$ cat config.mk
export PLATFORM = sky130hd
export DESIGN_NAME = mem_arbiter
export DESIGN_NICKNAME = d
export VERILOG_FILES = /design/src/rtl/mem_arbiter.sv
export SDC_FILE = /design/constraint.sdc
export NUM_CORES = 1
export LEC_CHECK = 0
export ABC_AREA = 1
export CAP_MARGIN = 25
export CORE_AREA = 2 2 105 107
export CTS_BUF_LIST = sky130_fd_sc_hd__clkbuf_2 sky130_fd_sc_hd__clkbuf_4 sky130_fd_sc_hd__clkbuf_8
export DETAILED_ROUTE_END_ITERATION = 7
export DIE_AREA = 0 0 107 109
export GPL_TIMING_DRIVEN = 1
export PLACE_DENSITY = 0.56
export SETUP_SLACK_MARGIN = 0.1
export SLEW_MARGIN = 0
export SYNTH_ARGS = -nofsm -noshare
export SYNTH_HDL_FRONTEND = slang
export SYNTH_SLANG_ARGS = --single-unit
$ cat constraint.sdc
create_clock -name clk -period 4.3 [get_ports clk]
set_clock_uncertainty 0.2 [all_clocks]
set_input_delay 0.86 -clock clk [delete_from_list [all_inputs] [get_ports clk]]
set_output_delay 0.86 -clock clk [all_outputs]
set_load 0.03 [all_outputs]
$ cat src/rtl/mem_arbiter.sv
// mem_arbiter: shares one synchronous memory port between fetch and data, data-first with fetch starvation guard
module mem_arbiter #(
    parameter int STARVE_LIMIT = 2
) (
    input  logic        clk,
    input  logic        reset,
    input  logic        if_req,
    input  logic [31:0] if_addr,
    output logic        if_gnt,
    output logic        if_rvalid,
    output logic [31:0] if_rdata,
    input  logic        d_req,
    input  logic        d_we,
    input  logic [3:0]  d_be,
    input  logic [31:0] d_addr,
    input  logic [31:0] d_wdata,
    output logic        d_gnt,
    output logic        d_rvalid,
    output logic [31:0] d_rdata,
    output logic        mem_en,
    output logic        mem_we,
    output logic [3:0]  mem_be,
    output logic [31:0] mem_addr,
    output logic [31:0] mem_wdata,
    input  logic [31:0] mem_rdata
);
    localparam int SW = (STARVE_LIMIT < 1) ? 1 : $clog2(STARVE_LIMIT + 1);
    typedef enum logic [1:0] {IDLE, RD_IF, RD_D} state_t;
    state_t state, state_nx;
    logic [SW-1:0] streak;
    logic fetch_win;
    always_comb begin
        fetch_win = if_req && (!d_req || streak == SW'(STARVE_LIMIT));
        if_gnt    = !reset && fetch_win;
        d_gnt     = !reset && d_req && !fetch_win;
        mem_en    = if_gnt || d_gnt;
        mem_we    = d_gnt && d_we;
        mem_be    = if_gnt ? 4'hF : (d_gnt ? d_be : 4'h0);
        mem_addr  = if_gnt ? if_addr : d_addr;
        mem_wdata = d_gnt ? d_wdata : 32'h0;
        state_nx  = if_gnt ? RD_IF : ((d_gnt && !d_we) ? RD_D : IDLE);
        if_rvalid = !reset && state == RD_IF;
        d_rvalid  = !reset && state == RD_D;
        if_rdata  = if_rvalid ? mem_rdata : 32'h0;
        d_rdata   = d_rvalid ? mem_rdata : 32'h0;
    end
    // streak only counts data grants that actually made a waiting fetch wait
    always_ff @(posedge clk) begin
        if (reset) begin
            state  <= IDLE;
            streak <= '0;
        end else begin
            state <= state_nx;
            if (!if_req || if_gnt)
                streak <= '0;
            else if (d_gnt && streak != SW'(STARVE_LIMIT))
                streak <= streak + SW'(1);
        end
    end
endmodule
==> impl_metrics.toml <==
[finish]
areaGrowthSynthToFinish_pct = 207.3
final_common_cell = "clkdlybuf4s50_1"
fin_nets = 719
multi_input_comb_area_um2 = 884.6
drive_gt1_share_pct = 9.326
layout_common_cells = "clkdlybuf4s50_1, nor2_1, inv_1"
design_area_um2 = 4183
fill_cells = 1120
stdcell_count = 720
fin_util_pct = 39.45
seqCellArea_um2 = 80.08

[clock_network]
post_cts_buffers = 0
ctsResizeCount = 0
tritoncts = "done"
h-tree-depth = 1
cts_buffers = 3
path_clk_slew_ns = 0.03
cts-root-buf = "clkbuf_8"
cts.sinks = 4
clk_latency_ns = 0.22
postCtsHoldBufs = 0
cts_buffer_depth = 2

[global_route]
grt_max_degree = 34
grt_pass1_vias = 2562
grt_pass1_wl_um = 12210
antenna_found_initial = 1
grt-ovfl-total = 0
grt_usage_pct = 12.85

[yosys]
ys_ff_latch = 4
postSynthAreaPerCell_um2 = 4.335
syn_area_um2 = 1361
synth.area.top_cells = "nor2_1, inv_1, nand2_1"
yosys_warnings = 0
synth_nets = 452
syn_inst = 314
synth.top_cell.area_share_pct = 27.85
synthDistinctLibCells = 14
synth_top_area_cell = "nor2_1"
yosysSeqAreaShare_pct = 5.882

[sta]
period_minus_slack_ns = 3.884
tns_ns = 0
clock.fmax_mhz = 257.5
final-setup-viol-count = 0
worst_pin_slew_ns = 0.3485
holdWs_ns = 0.2054
hold_viol_final = 0
relSlewSlack_pct = 76.77
fin_ws_ns = 0.4162
slew_violations = 0
rsz0062_at_grt = "false"
post-route-period-util_pct = 90.32

[run]
cap_violations = 0

[worst_setup_path]
required_ns = 3.24
crit_type = "input port to output port"
startpoint = "d_req"
cp_slowest_stage_delay_ns = 0.68
cp.buffers_inverters = 3
worstSetupEndpointType = "output port"
reg2reg_from = "streak[0]"
cp_slowest_cell = "clkdlybuf4s50_1"
startpoint_type = "input port"
cp_top_family = "buffers and inverters"
worst-path-max-fanout = 33
crit_chain = "clkdlybuf4s50_1 > nand2_2 > nand2_1 > buf_4 > nand2_1 > nand2_1 > clkdlybuf4s50_1"
path_common_cell = "nand2_1"
worstPathArrival_ns = 2.82

[route]
dr.pass1.iters = 4
avgViaCountPerCell = 3.844
drc = 0
final_antenna_net_count = 0
wl_per_cell_um = 11.59
drt_wl_total_um = 8342
vias = 2768
drt_iter0_drc = 141

[min_path]
min_path_type = "flop to flop"
min_from = "streak[0]"

[pwr]
combPwrFrac_pct = 77.4
netSwitchingFraction_pct = 41.41
ir_worst_vdd_uv = 79.05
internal_power_mw = 0.3076
p_switching_mw = 0.2174
powerDensity_nw_per_um2 = 125.5
sequentialPowerShare_pct = 7.5
p_leak_nw = 2.144
p_clk_share_pct = 15.2
total_power_mw = 0.5250

[floorplanning]
coreArea_um2 = 10600
ios = 275
dieHeight_um = 109
dieArea_um2 = 11660
initial_utilization_pct = 12.84
dieWidth_um = 107
std_cell_rows = 38

[placed_design]
hpwlAfterDp_um = 6984
pre_cts_ws_ns = 0.4149
dpl.cell_count = 716
place_area_um2 = 4139
io_buffers = 274
finalWeightedCongestion = 0.7987

[run_status]
status = "complete, no violations"
## power groups by stage
stage	registers [mW]	logic (mW)	clock network [mW]
after floorplan	0.0396	0.178	0
after global placement	0.0397	0.407	0
after detailed placement	0.0397	0.408	0
after CTS	0.0392	0.410	0.0809
after global routing	0.0393	0.435	0.0847
final	0.0392	0.406	0.0797
## flip-flops by register name (all words and copies together), names as in the netlist
register	count
streak	2
state	2
## cell usage after synthesis
cell type and count:
nor2_4 1, inv_2 1, buf_2 17, nand2_2 1, nand2_1 72, dfxtp_1 4
nand3_2 1, buf_6 2, nand4_1 4, ha_1 1, buf_4 1, nand3_1 34
nor2_1 101, inv_1 74
## path summary, 6_finish.rpt
kind                 endpoint  slack, ns  depth (start not counted)
setup / recovery  mem_addr[0]       0.42                          7
hold / removal      streak[0]       0.21                          1
setup reg to reg     state[0]       2.65                          8
hold reg to reg     streak[0]       0.21                          1
## layer usage
| layer | share of wire, % | global-route usage (%) | vias to the layer above |
|---|---|---|---|
| li1 | - | - | 1425 |
| met1 | 36 | 13.57 | 1187 |
| met2 | 52 | 25.57 | 151 |
| met3 | 11 | 3.706 | 5 |
| met4 | 0.53 | 1.948 | 0 |
| met5 | 0 | 0 | - |
## worst register-to-register path: stages, from the launching register on
cell and delay [ns]:
dfxtp_1 0.31, inv_1 0.04, ha_1 0.20, inv_1 0.09, nand2_2 0.06, nand2_1 0.07
buf_4 0.31, buf_4 0.22, inv_1 0.04
## area by class of cell
type | count | share of cell area, %
timing repair buffer | 282 | 64.97
clock buffer | 3 | 0.9871
antenna | 1 | 0.05983
inverter | 75 | 6.730
multi-input combinational | 215 | 21.15
sequential | 4 | 1.914
tap | 140 | 4.188
## logic make-up (layout without fill, tap and decap cells)
group                      Yosys count  count (layout)  synth area share, %
and+or+nand+nor                    214             214                64.06
buffers and inverters               95             360                29.14
DFF                                  4               4                5.883
adders and majority gates            1               1               0.9190
other                                0               1                    0
No activity file was read; power rests on OpenSTA's default activity.
